`src/rtl/seven_seg_scanner_pkg.sv`:
```
// Shared 7-segment definitions: bit order, glyphs and scanner state type.
package seven_seg_scanner_pkg;

  // Segment vector bit order is {g,f,e,d,c,b,a}; bit 0 = segment a.
  localparam int unsigned SEG_W    = 7;
  localparam int unsigned NIBBLE_W = 4;

  typedef logic [SEG_W-1:0]    seg_t;
  typedef logic [NIBBLE_W-1:0] nibble_t;

  // Active-high glyphs.
  localparam seg_t SEG_0   = 7'h3F;
  localparam seg_t SEG_1   = 7'h06;
  localparam seg_t SEG_2   = 7'h5B;
  localparam seg_t SEG_3   = 7'h4F;
  localparam seg_t SEG_4   = 7'h66;
  localparam seg_t SEG_5   = 7'h6D;
  localparam seg_t SEG_6   = 7'h7D;
  localparam seg_t SEG_7   = 7'h07;
  localparam seg_t SEG_8   = 7'h7F;
  localparam seg_t SEG_9   = 7'h6F;
  localparam seg_t SEG_A   = 7'h77;
  localparam seg_t SEG_B   = 7'h7C;
  localparam seg_t SEG_C   = 7'h39;
  localparam seg_t SEG_D   = 7'h5E;
  localparam seg_t SEG_E   = 7'h79;
  localparam seg_t SEG_F   = 7'h71;
  localparam seg_t SEG_OFF = 7'h00;

  // Scanner control: INIT forces a snapshot on the first cycle out of reset.
  typedef enum logic {
    ST_INIT = 1'b0,
    ST_RUN  = 1'b1
  } scan_state_e;

endpackage

```
`src/rtl/seven_seg_scanner_seg7_decoder.sv`:
```
// Combinational nibble to active-high 7-segment decoder, hex capable.
module seven_seg_scanner_seg7_decoder
  import seven_seg_scanner_pkg::*;
(
  input  logic [3:0] nibble,
  output logic [6:0] seg
);

  // Every nibble value maps to a visible glyph; nothing is hidden.
  always_comb begin
    seg = SEG_OFF;
    case (nibble)
      4'h0:    seg = SEG_0;
      4'h1:    seg = SEG_1;
      4'h2:    seg = SEG_2;
      4'h3:    seg = SEG_3;
      4'h4:    seg = SEG_4;
      4'h5:    seg = SEG_5;
      4'h6:    seg = SEG_6;
      4'h7:    seg = SEG_7;
      4'h8:    seg = SEG_8;
      4'h9:    seg = SEG_9;
      4'hA:    seg = SEG_A;
      4'hB:    seg = SEG_B;
      4'hC:    seg = SEG_C;
      4'hD:    seg = SEG_D;
      4'hE:    seg = SEG_E;
      4'hF:    seg = SEG_F;
      default: seg = SEG_OFF;
    endcase
  end

endmodule

```
`src/rtl/seven_seg_scanner.sv`:
```
// Time-multiplexed 7-segment driver with frame snapshot, anode guard and
// leading-zero blanking.
module seven_seg_scanner
  import seven_seg_scanner_pkg::*;
#(
  parameter int unsigned NUM_DIGITS     = 4,
  parameter int unsigned REFRESH_DIV    = 100000,
  parameter int unsigned GUARD          = 2,
  parameter bit          ACTIVE_LOW_SEG = 1'b1,
  parameter bit          ACTIVE_LOW_AN  = 1'b1,
  parameter bit          BLANK_LEADING  = 1'b1
) (
  input  logic                    clk,
  input  logic                    rst,
  input  logic [NUM_DIGITS*4-1:0] digits_in,
  input  logic [NUM_DIGITS-1:0]   dp_in,
  input  logic                    blank_en,
  output logic [6:0]              seg_out,
  output logic                    dp_out,
  output logic [NUM_DIGITS-1:0]   an_out,
  output logic                    frame_tick
);

  localparam int unsigned DATA_W = NUM_DIGITS * NIBBLE_W;
  localparam int unsigned PRE_W  = (REFRESH_DIV > 1) ? $clog2(REFRESH_DIV) : 1;
  localparam int unsigned IDX_W  = (NUM_DIGITS > 1) ? $clog2(NUM_DIGITS) : 1;

  localparam logic [PRE_W-1:0] PRE_LAST  = PRE_W'(REFRESH_DIV - 1);
  localparam logic [PRE_W-1:0] PRE_GUARD = PRE_W'(GUARD);
  localparam logic [IDX_W-1:0] IDX_LAST  = IDX_W'(NUM_DIGITS - 1);

  // Polarity masks applied only at the output registers.
  localparam logic [SEG_W-1:0]      SEG_POL = {SEG_W{ACTIVE_LOW_SEG}};
  localparam logic [NUM_DIGITS-1:0] AN_POL  = {NUM_DIGITS{ACTIVE_LOW_AN}};

  scan_state_e             state_q, state_d;
  logic [PRE_W-1:0]        pre_q;
  logic [IDX_W-1:0]        idx_q;
  logic [DATA_W-1:0]       snap_digits_q;
  logic [NUM_DIGITS-1:0]   snap_dp_q;

  logic                    slot_end_c;
  logic                    wrap_c;
  logic                    snap_load_c;
  logic [NUM_DIGITS-1:0]   blank_mask_c;
  logic                    higher_blank_c;
  nibble_t                 cur_nib_c;
  logic                    cur_dp_c;
  logic                    cur_blank_c;
  logic                    lit_c;
  logic [NUM_DIGITS-1:0]   an_c;
  seg_t                    seg_c;

  assign slot_end_c = (pre_q == PRE_LAST);
  assign wrap_c     = slot_end_c && (idx_q == IDX_LAST);

  // Control state register.
  always_ff @(posedge clk) begin
    if (rst) begin
      state_q <= ST_INIT;
    end else begin
      state_q <= state_d;
    end
  end

  // Next state and snapshot strobe: first cycle after reset, then each frame wrap.
  always_comb begin
    state_d     = state_q;
    snap_load_c = 1'b0;
    case (state_q)
      ST_INIT: begin
        state_d     = ST_RUN;
        snap_load_c = 1'b1;
      end
      ST_RUN: begin
        snap_load_c = wrap_c;
      end
      default: begin
        state_d = ST_INIT;
      end
    endcase
  end

  // Slot prescaler and digit index.
  always_ff @(posedge clk) begin
    if (rst) begin
      pre_q <= '0;
      idx_q <= '0;
    end else if (slot_end_c) begin
      pre_q <= '0;
      idx_q <= (idx_q == IDX_LAST) ? '0 : idx_q + IDX_W'(1);
    end else begin
      pre_q <= pre_q + PRE_W'(1);
    end
  end

  // Frame snapshot and its tick, so a whole frame shows one coherent sample.
  always_ff @(posedge clk) begin
    if (rst) begin
      snap_digits_q <= '0;
      snap_dp_q     <= '0;
      frame_tick    <= 1'b0;
    end else begin
      frame_tick <= snap_load_c;
      if (snap_load_c) begin
        snap_digits_q <= digits_in;
        snap_dp_q     <= dp_in;
      end
    end
  end

  // Leading-zero blanking: walk down from the top digit while zeros without dp.
  always_comb begin
    blank_mask_c   = '0;
    higher_blank_c = 1'b1;
    for (int k = int'(NUM_DIGITS) - 1; k > 0; k--) begin
      blank_mask_c[k] = BLANK_LEADING && higher_blank_c &&
                        (snap_digits_q[k*NIBBLE_W +: NIBBLE_W] == 4'h0) &&
                        !snap_dp_q[k];
      higher_blank_c  = blank_mask_c[k];
    end
  end

  // Select the current digit and build the one-hot anode enable.
  always_comb begin
    cur_nib_c   = '0;
    cur_dp_c    = 1'b0;
    cur_blank_c = 1'b0;
    an_c        = '0;
    for (int k = 0; k < int'(NUM_DIGITS); k++) begin
      if (idx_q == IDX_W'(k)) begin
        cur_nib_c   = snap_digits_q[k*NIBBLE_W +: NIBBLE_W];
        cur_dp_c    = snap_dp_q[k];
        cur_blank_c = blank_mask_c[k];
      end
    end
    lit_c = (pre_q >= PRE_GUARD) && !cur_blank_c && !blank_en;
    for (int k = 0; k < int'(NUM_DIGITS); k++) begin
      an_c[k] = lit_c && (idx_q == IDX_W'(k));
    end
  end

  seven_seg_scanner_seg7_decoder u_decoder (
    .nibble (cur_nib_c),
    .seg    (seg_c)
  );

  // Output registers; segments keep showing the digit during guard so they settle.
  always_ff @(posedge clk) begin
    if (rst) begin
      seg_out <= SEG_OFF ^ SEG_POL;
      dp_out  <= ACTIVE_LOW_SEG;
      an_out  <= AN_POL;
    end else begin
      seg_out <= seg_c ^ SEG_POL;
      dp_out  <= (cur_dp_c && lit_c) ^ ACTIVE_LOW_SEG;
      an_out  <= an_c ^ AN_POL;
    end
  end

endmodule

```
`config.mk`:
```
export PLATFORM = sky130hd
export DESIGN_NAME = seven_seg_scanner
export DESIGN_NICKNAME = d
export VERILOG_FILES = /design/src/rtl/seven_seg_scanner_pkg.sv /design/src/rtl/seven_seg_scanner_seg7_decoder.sv /design/src/rtl/seven_seg_scanner.sv
export SDC_FILE = /design/constraint.sdc
export NUM_CORES = 1
export LEC_CHECK = 0
export BUFFER_PORTS_ARGS = -buffer_cell sky130_fd_sc_hd__buf_2
export CAP_MARGIN = 20
export CORE_ASPECT_RATIO = 0.75
export CORE_MARGIN = 5
export CORE_UTILIZATION = 56
export CTS_CLUSTER_SIZE = 24
export DETAILED_ROUTE_END_ITERATION = 10
export HOLD_SLACK_MARGIN = 0.15
export PLACE_DENSITY = 0.79
export SETUP_SLACK_MARGIN = 0.15
export SLEW_MARGIN = 10
export SYNTH_ARGS = -nofsm -noshare
export SYNTH_HDL_FRONTEND = slang
export SYNTH_SLANG_ARGS = --single-unit
```
`constraint.sdc`:
```
create_clock -name clk -period 3.35 [get_ports clk]
set_input_delay 0.1675 -clock clk [delete_from_list [all_inputs] [get_ports clk]]
set_output_delay 0.1675 -clock clk [all_outputs]
set_load 0.05 [all_outputs]
```
[After elaboration in Yosys (flattened, before gate mapping)]
Memory sizes are Yosys's and may differ from the RTL's.
Cells that the tools add are included.
Word-level totals
  latch bits: 0
  input port bits: 23
  memories: 1
  bits in read-only memories: 112
  bits in registers: 53
  memory bits (writable): 0
Cells by class
  muxes and demuxes: 14
  bitwise operators: 4
  div/mod/pow operators: 0
  shifts and indexed selects: 0
  equality and inequality tests: 4
  magnitude comparators: 1
  $mul: 0
  add/subtract/negate cells: 2
  reduce and logical (&&, ||, !) cells: 23
Memories
  (no name shown): words 16, width 7, rd ports 1, clocked after memory_dff 0, wr ports 0, line seven_seg_scanner_seg7_decoder.sv:12  | case (nibble)
Operators with widths (number)
  17-bit by 1-bit adder with 17-bit output, second input constant: 1
  17-bit == test, second input constant: 1
  17-bit by 2-bit >= comparator with 1-bit output, second input constant: 1
  4-bit two-way mux: 4
  1-bit logical AND: 13
  4-bit logical NOT: 3
  1-bit two-way mux: 8
  7-bit inverter: 1
  1-bit logical NOT: 5
  2-bit == test, second input constant: 2
  4-bit inverter: 1
  2-bit by 1-bit adder with 2-bit output, second input constant: 1
  2-bit by 1-bit == test with 1-bit output, second input constant: 1
  2-bit logical NOT: 1
  2-bit two-way mux: 1
  1-bit inverter: 2
  1-bit one-hot mux with 2 select lines: 1
  2-bit OR reduction: 1

[Depth between registers and ports, before layout]
  word-level depth: 14
  depth in mapped cells: 11
  gate-level depth less buffers: 10

[Cells and area by module]
A second synthesis with hierarchy kept.
Second synthesis, totals
  cells, all modules: 299
  area, all modules: 2610.0 um2
Modules (own cells, without submodules)
  seven_seg_scanner: area an instance 2322.2 um2, instances 1, cells each 266
  seven_seg_scanner_seg7_decoder: area an instance 287.8 um2, instances 1, cells each 33

[Least setup slack after synthesis]
OpenSTA, ideal clock, no wires.
  kind: register to register
  start: register idx_q[0]
  end: register seg_out[3]
  data arrival time: 2.392 ns
  setup slack: 0.824 ns
  stages on the path, launching flop included: 10
  clock period less this slack: 2.526 ns
  cells stage by stage: dfxtp_1 > ha_1 > clkbuf_1 > buf_2 > a211oi_1 > a211oi_1 > inv_1 > ha_1 > a2111oi_0 > a31oi_1
Between the ends
  word-level cells in the longest chain between the ends: 7
  elaborated cells between the ends (all ways): 10
RTL lines
  start, declared: line seven_seg_scanner.sv:38  | logic [IDX_W-1:0] idx_q;
  start signal, assigned: line seven_seg_scanner.sv:91  | idx_q <= (idx_q == IDX_LAST) ? '0 : idx_q + IDX_W'(1);
  2-bit logical NOT: line seven_seg_scanner.sv:131  | if (idx_q == IDX_W'(k)) begin
  4-bit two-way mux (3 in a row): line seven_seg_scanner.sv:131
  4-bit two-way mux (*): line seven_seg_scanner.sv:131
  memory 16 x 7 bit (*)
  7-bit inverter (no source line) (*)
  end signal, assigned: line seven_seg_scanner.sv:151  | seg_out <= SEG_OFF ^ SEG_POL;
  end signal, assigned: line seven_seg_scanner.sv:155  | seg_out <= seg_c ^ SEG_POL;
  end, declared: line seven_seg_scanner.sv:18  | output logic [6:0] seg_out,
Mark *: on every way between the ends. The rest lies on a longest branch, timed or not.
A chain may end at the register's enable or synchronous reset.

[Worst setup path after layout]
Ends and elaborated chain as after synthesis.

==> metrics.txt <==
status finished, final reports clean; Mapped Cells around 270; drt wl/cell approximately 14 um; Starting Density 56.8%; setup TNS 0 ns; sequential-to-total area share from yosys stat 42.8%; Post-synth EDFFs 0; Peak supply drop between 0.0002 and 0.0003 V; Post-Synthesis Cell Area 2480 um2; largest net degree at the start of global routing 28; vias in the first global route ~1800; fin. max-slew vios 0; DR vias/cell 5.33; Synth Net Count 304; clk root buf clkbuf_8; Worst-Margin Slew 0.572 ns; ys flop type dfxtp_1; area fraction of the dominant cell type after synthesis 42.8%; Design Power 1200 uW; Avg Inst Size Synth 9.20 um2; fraction of registers with async set/reset 0%; CTS tree done; antenna fix cells 0; part of the power in registers 56.5%; Warnings, synthesis 0; final hold violations 0; hold depth 2; Max Freq 366 MHz; layout cell share with drive strength beyond 1 roughly 17%; top-count cell post-synth dfxtp_1; sw power 322 uW; Worst Path Arrival around 2.9 ns; clock latency on the worst-skew pair 0.30 ns; Setup CP Type flip-flop to flip-flop; via count 2019; Worst R2R Setup Slack between 0.6 and 0.7 ns; Clk pwr share 29.1%; DRC viols 0; Setup violations, final 0; Slowest-stage cell, CP ha_1; critical path cell sequence ha_1, a211oi_1, a21oi_1, inv_1, ha_1, nor2b_1, a2111oi_0, a31oi_1; Worst Reg-to-Reg Cells 8; reg2reg end seg_out[3]; Die Width 86.8 um; critical path peak fanout 17; Max Cap Viol 0; initial antenna violation count 0; Max stage delay on crit path approximately 0.54 ns; RSZ-0062 raised after global routing false; Total GRT Usage 18.8%; 1st-iter DRT viols about 140; Fillers 360; H-tree levels 2; Critical Path Sink Type flip-flop; hold endpoint snap_dp_q[0]; detailed-placement wirelength estimate roughly 3.7 mm; Hold Crit Start rst; Reg-to-Reg Start idx_q[0]; fin crit period between 2 and 3 ns; Core ar. 4360 um2; clock slew at reported path FFs 0.10 ns; aggregate global routing overflow 0; Max-slew headroom 61.9%; cell taking the most area after synthesis dfxtp_1; Seq cells post-synth 53; Pwr Density 404 nW/um2; Int Pwr roughly 880 uW; WP buf/inv 1; CP startpoint kind flip-flop; I/O Buffers 35; drt pass-1 iters 4; Net Sw Frac 26.9%; Total Wirelength 5.28 mm; period utilization 81.6%; Logic pwr share 14.4%; Worst path top cell family by delay compound AO/OA/AOI/OAI gates; clk sinks 53; P&R area growth vs syn 19.9%; IO Pins 36; gp weighted congestion approximately 0.83; CTS Buffer Depth 2; Die H ~68 um; Hold Crit Class primary input to flip-flop; top cells by area, synth dfxtp_1 43%, mux2i_1 9.7%, nor2_1 6.8%; Rows 21; most used cell along the critical path ha_1; Leak Pwr between 0.001 and 0.0015 uW; Worst Skew approximately 0.0054 ns; die footprint 5870 um2; post-synth cell types 45; Final #Nets 356; Final ANT Viol Nets 0; CTS Buf Count 5; first-pass GRT wire length 8.76 mm; CP required 3.52 ns; Synth top cells by count 53 x dfxtp_1, 45 x nor2_1, 24 x mux2i_1
[state kept, by name, summed over array words and instances (netlist names)]
register and cells:
seg_out 7, frame_tick 1, an_out 4, state_q 1, snap_digits_q 16, pre_q 17, snap_dp_q 4, dp_out 1
idx_q 2
[cell type report]
type | instances | area (um2) | share of cell area, %
clock inverters | 3 | 17.5 | 0.590
clock buffers | 5 | 68.8 | 2.32
well taps | 57 | 71.3 | 2.40
inverters | 10 | 37.5 | 1.26
repair buffers | 59 | 408 | 13.7
multi-input cells | 192 | 1300 | 43.9
flip-flops and latches | 53 | 1060 | 35.8
[worst reg2reg max path, stage by stage, from the launching register on]
cell and delay, ns:
dfxtp_1 0.40, ha_1 0.54, a211oi_1 0.11, a21oi_1 0.47, inv_1 0.18, ha_1 0.27
nor2b_1 0.15, a2111oi_0 0.41, a31oi_1 0.08
[power groups by stage]
stage	clock, uW	sequential (uW)	combinational (uW)
6_report	349	677	173
5_1_grt	383	680	189
4_1_cts	357	676	172
3_5_place_dp	0	691	153
3_3_place_gp	0	691	149
2_1_floorplan	0	721	80.8
[logic make-up (layout without fill, tap and decap cells)]
kind of cell / Yosys count / after routing / synth area share [%]
buffers and inverters: 24 / 77 / 4.70
AND/OR/NAND/NOR: 107 / 107 / 21.7
XOR/XNOR: 12 / 12 / 4.24
AO/OA/AOI/OAI: 35 / 35 / 9.80
multiplexers: 26 / 26 / 10.6
flip-flops: 53 / 53 / 42.9
adder cells (fa/ha/maj): 12 / 12 / 6.06
[through the flow]
| stage | std cells | area [um2] | worst slack, ns | hold slack (ns) | utilization, % |
|---|---|---|---|---|---|
| 2_1_floorplan | 269 | 2480 | 0.824 | 0.309 | - |
| 3_3_place_gp | 350 | 2670 | 0.698 | 0.395 | 61.1 |
| 3_5_place_dp | 350 | 2670 | 0.521 | 0.404 | 61.1 |
| 4_1_cts | 379 | 2960 | 0.492 | 0.318 | 67.9 |
| 5_1_grt | 379 | 2970 | 0.279 | 0.342 | 68.0 |
| 6_report | 379 | 2970 | 0.615 | 0.313 | 68.0 |
[worst max-delay path by stage]
stage	startpoint	to	slack, ns	depth (start not counted)
after global routing	idx_q[0]	seg_out[3]	0.28	8
final	idx_q[0]	seg_out[3]	0.61	8
after CTS	idx_q[0]	seg_out[3]	0.49	7
after detailed placement	idx_q[0]	seg_out[3]	0.52	7
after floorplan	idx_q[0]	seg_out[3]	0.82	9
after global placement	idx_q[0]	seg_out[3]	0.70	7
[metal layers]
layer | wire length, um | global-route usage, % | vias to the layer above | share of wire, %
met2 | 2280 | 28.4 | 47 | 43
met1 | 2700 | 27.7 | 936 | 51
met5 | 0 | 0 | - | 0
li1 | - | - | 1034 | -
met4 | 20 | 2.92 | 0 | 0.38
met3 | 278 | 4.39 | 2 | 5.3
[cells in the final DEF, fill, tap and decap left out, types with 2 or more instances in the layout]
master / instances
a31oi_1: 2
nor4_1: 2
or2_2: 2
a2111oi_0: 2
buf_2: 35
xor2_1: 10
dfxtp_1: 53
ha_1: 12
o211ai_1: 2
nand3_1: 5
o21ai_0: 5
mux2i_1: 24
or4_1: 2
nor3b_1: 4
or3_1: 4
o221ai_1: 2
inv_1: 9
nand3b_1: 5
nand4_1: 5
xnor2_1: 2
nand2_1: 20
mux2_2: 2
nor3_1: 2
nand2b_1: 2
nor2_1: 45
clkbuf_8: 5
dlygate4sd3_1: 21
clkinv_2: 2
a21oi_1: 9
and3_1: 2
a221oi_1: 2
a211oi_1: 4
buf_4: 3
nor2b_1: 2
[repair_timing]
action | in CTS | in global routing
hold buffers | 21 | 0
endpoints found under the hold margin | 21 | 0
setup endpoints to repair | 0 | 1
buffers inserted | 0 | 0
resized for setup | 0 | 1
Note: power is estimated with default switching activity, not from simulation.
